===== src/rtl/cordic_pkg.sv =====
// Shared constants and state encoding for the CORDIC engine and its request scheduler.
package cordic_pkg;

  localparam int DATA_W   = 32;
  localparam int ANG_FRAC = 16;
  localparam int DEG_180  = 180;
  localparam int DEG_360  = 360;

  typedef logic [1:0] state_t;
  localparam state_t ST_IDLE  = 2'd0;
  localparam state_t ST_ISSUE = 2'd1;
  localparam state_t ST_WAIT  = 2'd2;
  localparam state_t ST_RESP  = 2'd3;

endpackage


===== src/rtl/cordic_rr_arb.sv =====
// Combinational round-robin arbiter: search begins one past i_ptr and wraps.
module cordic_rr_arb #(
  parameter int NUM_REQ = 4,
  parameter int ID_W    = $clog2(NUM_REQ)
) (
  input  logic [NUM_REQ-1:0] i_req,
  input  logic [ID_W-1:0]    i_ptr,
  output logic [NUM_REQ-1:0] o_gnt,
  output logic [ID_W-1:0]    o_idx,
  output logic               o_any
);
  import cordic_pkg::*;

  logic [ID_W-1:0] w_k;

  always_comb begin
    o_gnt = '0;
    o_idx = '0;
    o_any = 1'b0;
    w_k   = '0;
    for (int i = 1; i <= NUM_REQ; i++) begin
      w_k = ID_W'((int'(i_ptr) + i) % NUM_REQ);
      if (!o_any && i_req[w_k]) begin
        o_any = 1'b1;
        o_idx = w_k;
      end
    end
    o_gnt[o_idx] = o_any;
  end

endmodule


===== src/rtl/cordic_req_sched.sv =====
// Shares one iterative vectoring CORDIC between NUM_REQ requesters, one job at a time,
// with round-robin grant and a per-job watchdog.
module cordic_req_sched #(
  parameter int  NUM_REQ = 4,
  parameter int  DATA_W  = cordic_pkg::DATA_W,
  parameter int  TIMEOUT = 64,
  localparam int ID_W    = $clog2(NUM_REQ)
) (
  input  logic                      sys_clk,
  input  logic                      sys_rst,
  input  logic [NUM_REQ-1:0]        req_valid,
  output logic [NUM_REQ-1:0]        req_ready,
  input  logic [NUM_REQ*DATA_W-1:0] req_x,
  input  logic [NUM_REQ*DATA_W-1:0] req_y,
  output logic                      eng_start,
  output logic [DATA_W-1:0]         eng_x,
  output logic [DATA_W-1:0]         eng_y,
  input  logic                      eng_valid,
  input  logic [DATA_W-1:0]         eng_phase,
  input  logic [DATA_W-1:0]         eng_mag,
  output logic                      rsp_valid,
  input  logic                      rsp_ready,
  output logic [ID_W-1:0]           rsp_id,
  output logic [DATA_W-1:0]         rsp_phase,
  output logic [DATA_W-1:0]         rsp_mag,
  output logic                      rsp_timeout
);
  import cordic_pkg::*;

  localparam int          WD_W    = $clog2(TIMEOUT);
  localparam logic [WD_W-1:0] WD_LAST = WD_W'(TIMEOUT - 1);

  state_t              r_state;
  logic [ID_W-1:0]     r_rr_ptr;
  logic [ID_W-1:0]     r_id;
  logic [DATA_W-1:0]   r_eng_x;
  logic [DATA_W-1:0]   r_eng_y;
  logic                r_eng_start;
  logic [WD_W-1:0]     r_wd_cnt;
  logic                r_rsp_valid;
  logic [DATA_W-1:0]   r_rsp_phase;
  logic [DATA_W-1:0]   r_rsp_mag;
  logic                r_rsp_timeout;

  logic [NUM_REQ-1:0]  w_gnt;
  logic [ID_W-1:0]     w_gnt_idx;
  logic                w_gnt_any;
  logic                w_idle;
  logic                w_accept;
  logic [DATA_W-1:0]   w_sel_x;
  logic [DATA_W-1:0]   w_sel_y;

  cordic_rr_arb #(
    .NUM_REQ (NUM_REQ),
    .ID_W    (ID_W)
  ) u_arb (
    .i_req (req_valid),
    .i_ptr (r_rr_ptr),
    .o_gnt (w_gnt),
    .o_idx (w_gnt_idx),
    .o_any (w_gnt_any)
  );

  // Ready is withheld while reset is held so nothing is offered before the FSM runs.
  assign w_idle    = (r_state == ST_IDLE) && sys_rst;
  assign req_ready = w_idle ? w_gnt : '0;
  assign w_accept  = w_idle && w_gnt_any;
  assign w_sel_x   = req_x[int'(w_gnt_idx)*DATA_W +: DATA_W];
  assign w_sel_y   = req_y[int'(w_gnt_idx)*DATA_W +: DATA_W];

  always_ff @(posedge sys_clk or negedge sys_rst) begin
    if (!sys_rst) begin
      r_state       <= ST_IDLE;
      r_rr_ptr      <= ID_W'(NUM_REQ - 1);
      r_id          <= '0;
      r_eng_x       <= '0;
      r_eng_y       <= '0;
      r_eng_start   <= 1'b0;
      r_wd_cnt      <= '0;
      r_rsp_valid   <= 1'b0;
      r_rsp_phase   <= '0;
      r_rsp_mag     <= '0;
      r_rsp_timeout <= 1'b0;
    end else begin
      r_eng_start <= 1'b0;
      case (r_state)
        ST_IDLE: begin
          if (w_accept) begin
            r_eng_x     <= w_sel_x;
            r_eng_y     <= w_sel_y;
            r_id        <= w_gnt_idx;
            r_eng_start <= 1'b1;
            r_state     <= ST_ISSUE;
          end
        end
        ST_ISSUE: begin
          r_wd_cnt <= '0;
          r_state  <= ST_WAIT;
        end
        ST_WAIT: begin
          r_wd_cnt <= r_wd_cnt + WD_W'(1);
          // A result arriving on the watchdog's last cycle still counts as a result.
          if (eng_valid) begin
            r_rsp_phase   <= eng_phase;
            r_rsp_mag     <= eng_mag;
            r_rsp_timeout <= 1'b0;
            r_rsp_valid   <= 1'b1;
            r_state       <= ST_RESP;
          end else if (r_wd_cnt == WD_LAST) begin
            r_rsp_phase   <= '0;
            r_rsp_mag     <= '0;
            r_rsp_timeout <= 1'b1;
            r_rsp_valid   <= 1'b1;
            r_state       <= ST_RESP;
          end
        end
        ST_RESP: begin
          if (rsp_ready) begin
            r_rsp_valid <= 1'b0;
            r_rr_ptr    <= r_id;
            r_state     <= ST_IDLE;
          end
        end
        default: r_state <= ST_IDLE;
      endcase
    end
  end

  assign eng_start   = r_eng_start;
  assign eng_x       = r_eng_x;
  assign eng_y       = r_eng_y;
  assign rsp_valid   = r_rsp_valid;
  assign rsp_id      = r_id;
  assign rsp_phase   = r_rsp_phase;
  assign rsp_mag     = r_rsp_mag;
  assign rsp_timeout = r_rsp_timeout;

endmodule


===== config.mk =====
export PLATFORM = sky130hd
export DESIGN_NAME = cordic_req_sched
export DESIGN_NICKNAME = d
export VERILOG_FILES = /design/src/rtl/cordic_pkg.sv /design/src/rtl/cordic_rr_arb.sv /design/src/rtl/cordic_req_sched.sv
export SDC_FILE = /design/constraint.sdc
export NUM_CORES = 1
export LEC_CHECK = 0
export ABC_CLOCK_PERIOD_IN_PS = 4400
export BUFFER_PORTS_ARGS = -buffer_cell sky130_fd_sc_hd__buf_2
export CORE_AREA = 2 2 183 185
export CTS_CLUSTER_DIAMETER = 200
export DETAILED_ROUTE_END_ITERATION = 16
export DIE_AREA = 0 0 185 187
export GPL_ROUTABILITY_DRIVEN = 0
export SYNTH_ARGS = -nofsm -noshare
export SYNTH_HDL_FRONTEND = slang
export SYNTH_SLANG_ARGS = --single-unit
export TNS_END_PERCENT = 30

===== constraint.sdc =====
create_clock -name sys_clk -period 4.4 [get_ports sys_clk]
set_input_delay 0.22 -clock sys_clk [delete_from_list [all_inputs] [get_ports sys_clk]]
set_output_delay 0.22 -clock sys_clk [all_outputs]
set_load 0.01 [all_outputs]

==> summary.md <==
| Metric | Value |
|---|---|
| Run status | complete, no violations |
| Register area share after synthesis | 48.2% |
| Max-cap violation count | 0 |
| Chip Height | 187 um |
| FMAX | 0.373 GHz |
| Synth unique cells | 44 |
| Mean post-synth cell area | 12.6 um2 |
| Worst-Skew Late Latency | 0.42 ns |
| Most common cell after layout, fill and taps aside | buf_2 |
| Drt via density | 4.40 |
| Worst Clk Skew | 0.0133 ns |
| WP data arrival | 2.46 ns |
| Avg WL per Cell | 17.7 um |
| Fin. max-slew vios | 0 |
| Core area | 32900 um2 |
| Hold Violations, Final | 0 |
| Tot GR Track Use | 15.4% |
| First-pass GRT wire length | 40500 um |
| Hold buffers post-CTS | 55 |
| CTS Buf Count | 17 |
| Final min period | 2.68 ns |
| Flops & latches, synth | 143 |
| Pwr Density | 625 nW/um2 |
| RSZ-0062 raised after global routing | no |
| Initial antenna violation count | 6 |
| # IOs | 465 |
| Area of the multi-input gates | 3360 um2 |
| Maximum fanout along the worst path | 42 |
| Routed Wire Length | 27400 um |
| CTS resizes | 0 |
| Final setup vio count | 0 |
| Post-route clock period utilization | 60.9% |
| Post-DP HPWL | 20100 um |
| Critical Path End Type | output port |
| Synthesized area | 7430 um2 |
| Cells after Synth | 589 |
| Worst-path clk slew | 0.08 ns |
| Critical Path RT | 4.18 ns |
| Total grt overflow | 0 |
| Setup TNS | 0 ns |
| Lkg Pwr | 5.73 nW |
| Full die area | 34600 um2 |
| Syn Nets | 922 |
| Share of cells above drive strength 1 | 51.1% |
| Synth Warn # | 0 |
| Starting Density | 22.6% |
| Rows | 67 |
| Crit path kind | register to output port |
| Worst VDD drop | 0.276 mV |
| Most frequent cells in the layout | buf_2, dfrtp_1, mux2i_1 |
| Vias in the first global route | 7144 |
| Vias | 6819 |
| Fillcell total | 3383 |
| Slew headroom | 38.0% |
| Clock Tree Buf Depth | 2 |
| Register area | 3580 um2 |
| Drt initial violations | 200 |
| Fin util | 33.9% |
| DRC errors left | 0 |
| CTS Root Cell | clkbuf_16 |
| Die X | 185 um |
| DR pass1 iterations | 4 |
| Setup bufs post-CTS | 0 |
| HP Class | input port to register |
| # nets final | 1420 |
| Antenna Nets Post-Route | 0 |
| Count of input and output buffers | 464 |
| CTS tree | yes |
| Startpoint Class | register |
| Largest net degree at the start of global routing | 69 |
| Area growth syn-to-layout | 49.8% |
| Worst-Margin Slew | 0.930 ns |
| Clk sinks | 143 |
| H-tree depth | 4 |
[cell families after synthesis]
group,after synthesis,synth area share [%]
compound gates,152,20.8
flops,143,48.2
mux,130,17.5
simple gates,97,5.59
buf+inv,61,6.97
fa+ha+maj,5,0.841
xor+xnor,1,0.118
[worst paths after layout]
| kind | from | endpoint | slack, ns | cells after the start |
|---|---|---|---|---|
| setup / recovery | r_rr_ptr[0]$_DFFE_PN1P_ | req_ready[1] | 1.72 | 6 |
| hold / removal | eng_phase[4] | rsp_phase[4]$_DFFE_PN0P_ | 0.02 | 2 |
| setup reg to reg | r_rr_ptr[0]$_DFFE_PN1P_ | eng_x[30]$_DFFE_PN0P_ | 1.86 | 6 |
| hold reg to reg | eng_x[20]$_DFFE_PN0P_ | eng_x[20]$_DFFE_PN0P_ | 0.48 | 2 |
| max in group asynchronous | sys_rst | eng_x[4]$_DFFE_PN0P_ | 3.01 | 3 |
| min in group asynchronous | sys_rst | rsp_mag[30]$_DFFE_PN0P_ | 0.19 | 2 |
[worst max-delay path, stage by stage, from the launching register on]
cell and delay [ns]:
dfstp_2 0.53, nand2b_1 0.14, o21ai_2 0.09, a221oi_4 0.66, buf_12 0.36, nor2_1 0.08
buf_2 0.16
[area by class of cell]
type / instances / area share (%)
Antenna cell: 3 / 0.0674
Clock buffer: 17 / 3.82
Timing Repair Buffer: 530 / 26.9
Clock inverter: 15 / 1.52
Sequential cell: 143 / 32.2
Multi-Input combinational cell: 385 / 30.1
Tap cell: 448 / 5.03
Inverter: 10 / 0.337
[flip-flops by register name, indices dropped and copies added, names as in the netlist, 2 cells and up]
| name | cells |
|---|---|
| rsp_id | 2 |
| r_rr_ptr | 2 |
| rsp_phase | 32 |
| rsp_mag | 32 |
| eng_y | 32 |
| r_state | 2 |
| r_wd_cnt | 6 |
| eng_x | 32 |
[where the power goes]
group / switching, W / internal [W]
registers: 0.000346 / 0.00192
clock network: 0.000692 / 0.000814
logic: 0.00170 / 0.00148
[cells in the mapped netlist, drive strengths merged]
master | number | share of area (%)
o21ai | 13 | 0.93
ha | 5 | 0.84
or2 | 1 | 0.12
o22ai | 1 | 0.084
nor2b | 1 | 0.084
mux2i | 128 | 17
nand2b | 4 | 0.37
or4 | 1 | 0.10
inv | 10 | 0.50
and3 | 1 | 0.084
buf | 34 | 4.8
mux2 | 2 | 0.30
or2b | 1 | 0.10
and2 | 1 | 0.084
a21oi | 4 | 0.32
bufbuf | 4 | 1.0
nand2 | 74 | 3.8
dfrtp | 141 | 47
or3 | 1 | 0.084
nand4 | 1 | 0.084
o221ai | 64 | 11
o21a | 1 | 0.10
clkbuf | 13 | 0.66
a221oi | 1 | 0.35
a221o | 1 | 0.13
a31oi | 1 | 0.084
nor2 | 6 | 0.30
dfstp | 2 | 0.71
a222oi | 1 | 0.13
a22o | 65 | 7.7
xor2 | 1 | 0.12
nand3 | 5 | 0.40
[through the flow]
stage	instances	hold slack, ns	worst slack [ns]	cell area [um2]	power, W
finish	1551	0.0206	1.72	11100	0.00696
global placement	1461	0.0714	1.82	9980	0.00542
floorplan	589	-0.0756	2.53	7430	0.00446
CTS	1548	0.000707	1.61	11100	0.00705
global route	1549	0.00319	1.50	11100	0.00744
detailed placement	1461	0.0699	1.76	9980	0.00548
[metal layers]
layer | vias up | share of wire (%) | track usage, %
met1 | 3239 | 42 | 18.3
met4 | 2 | 1.3 | 4.40
met2 | 317 | 49 | 26.9
li1 | 3244 | - | -
met5 | - | 0.047 | 0
met3 | 17 | 7.8 | 4.48
Power figures use the tool's default switching activity.
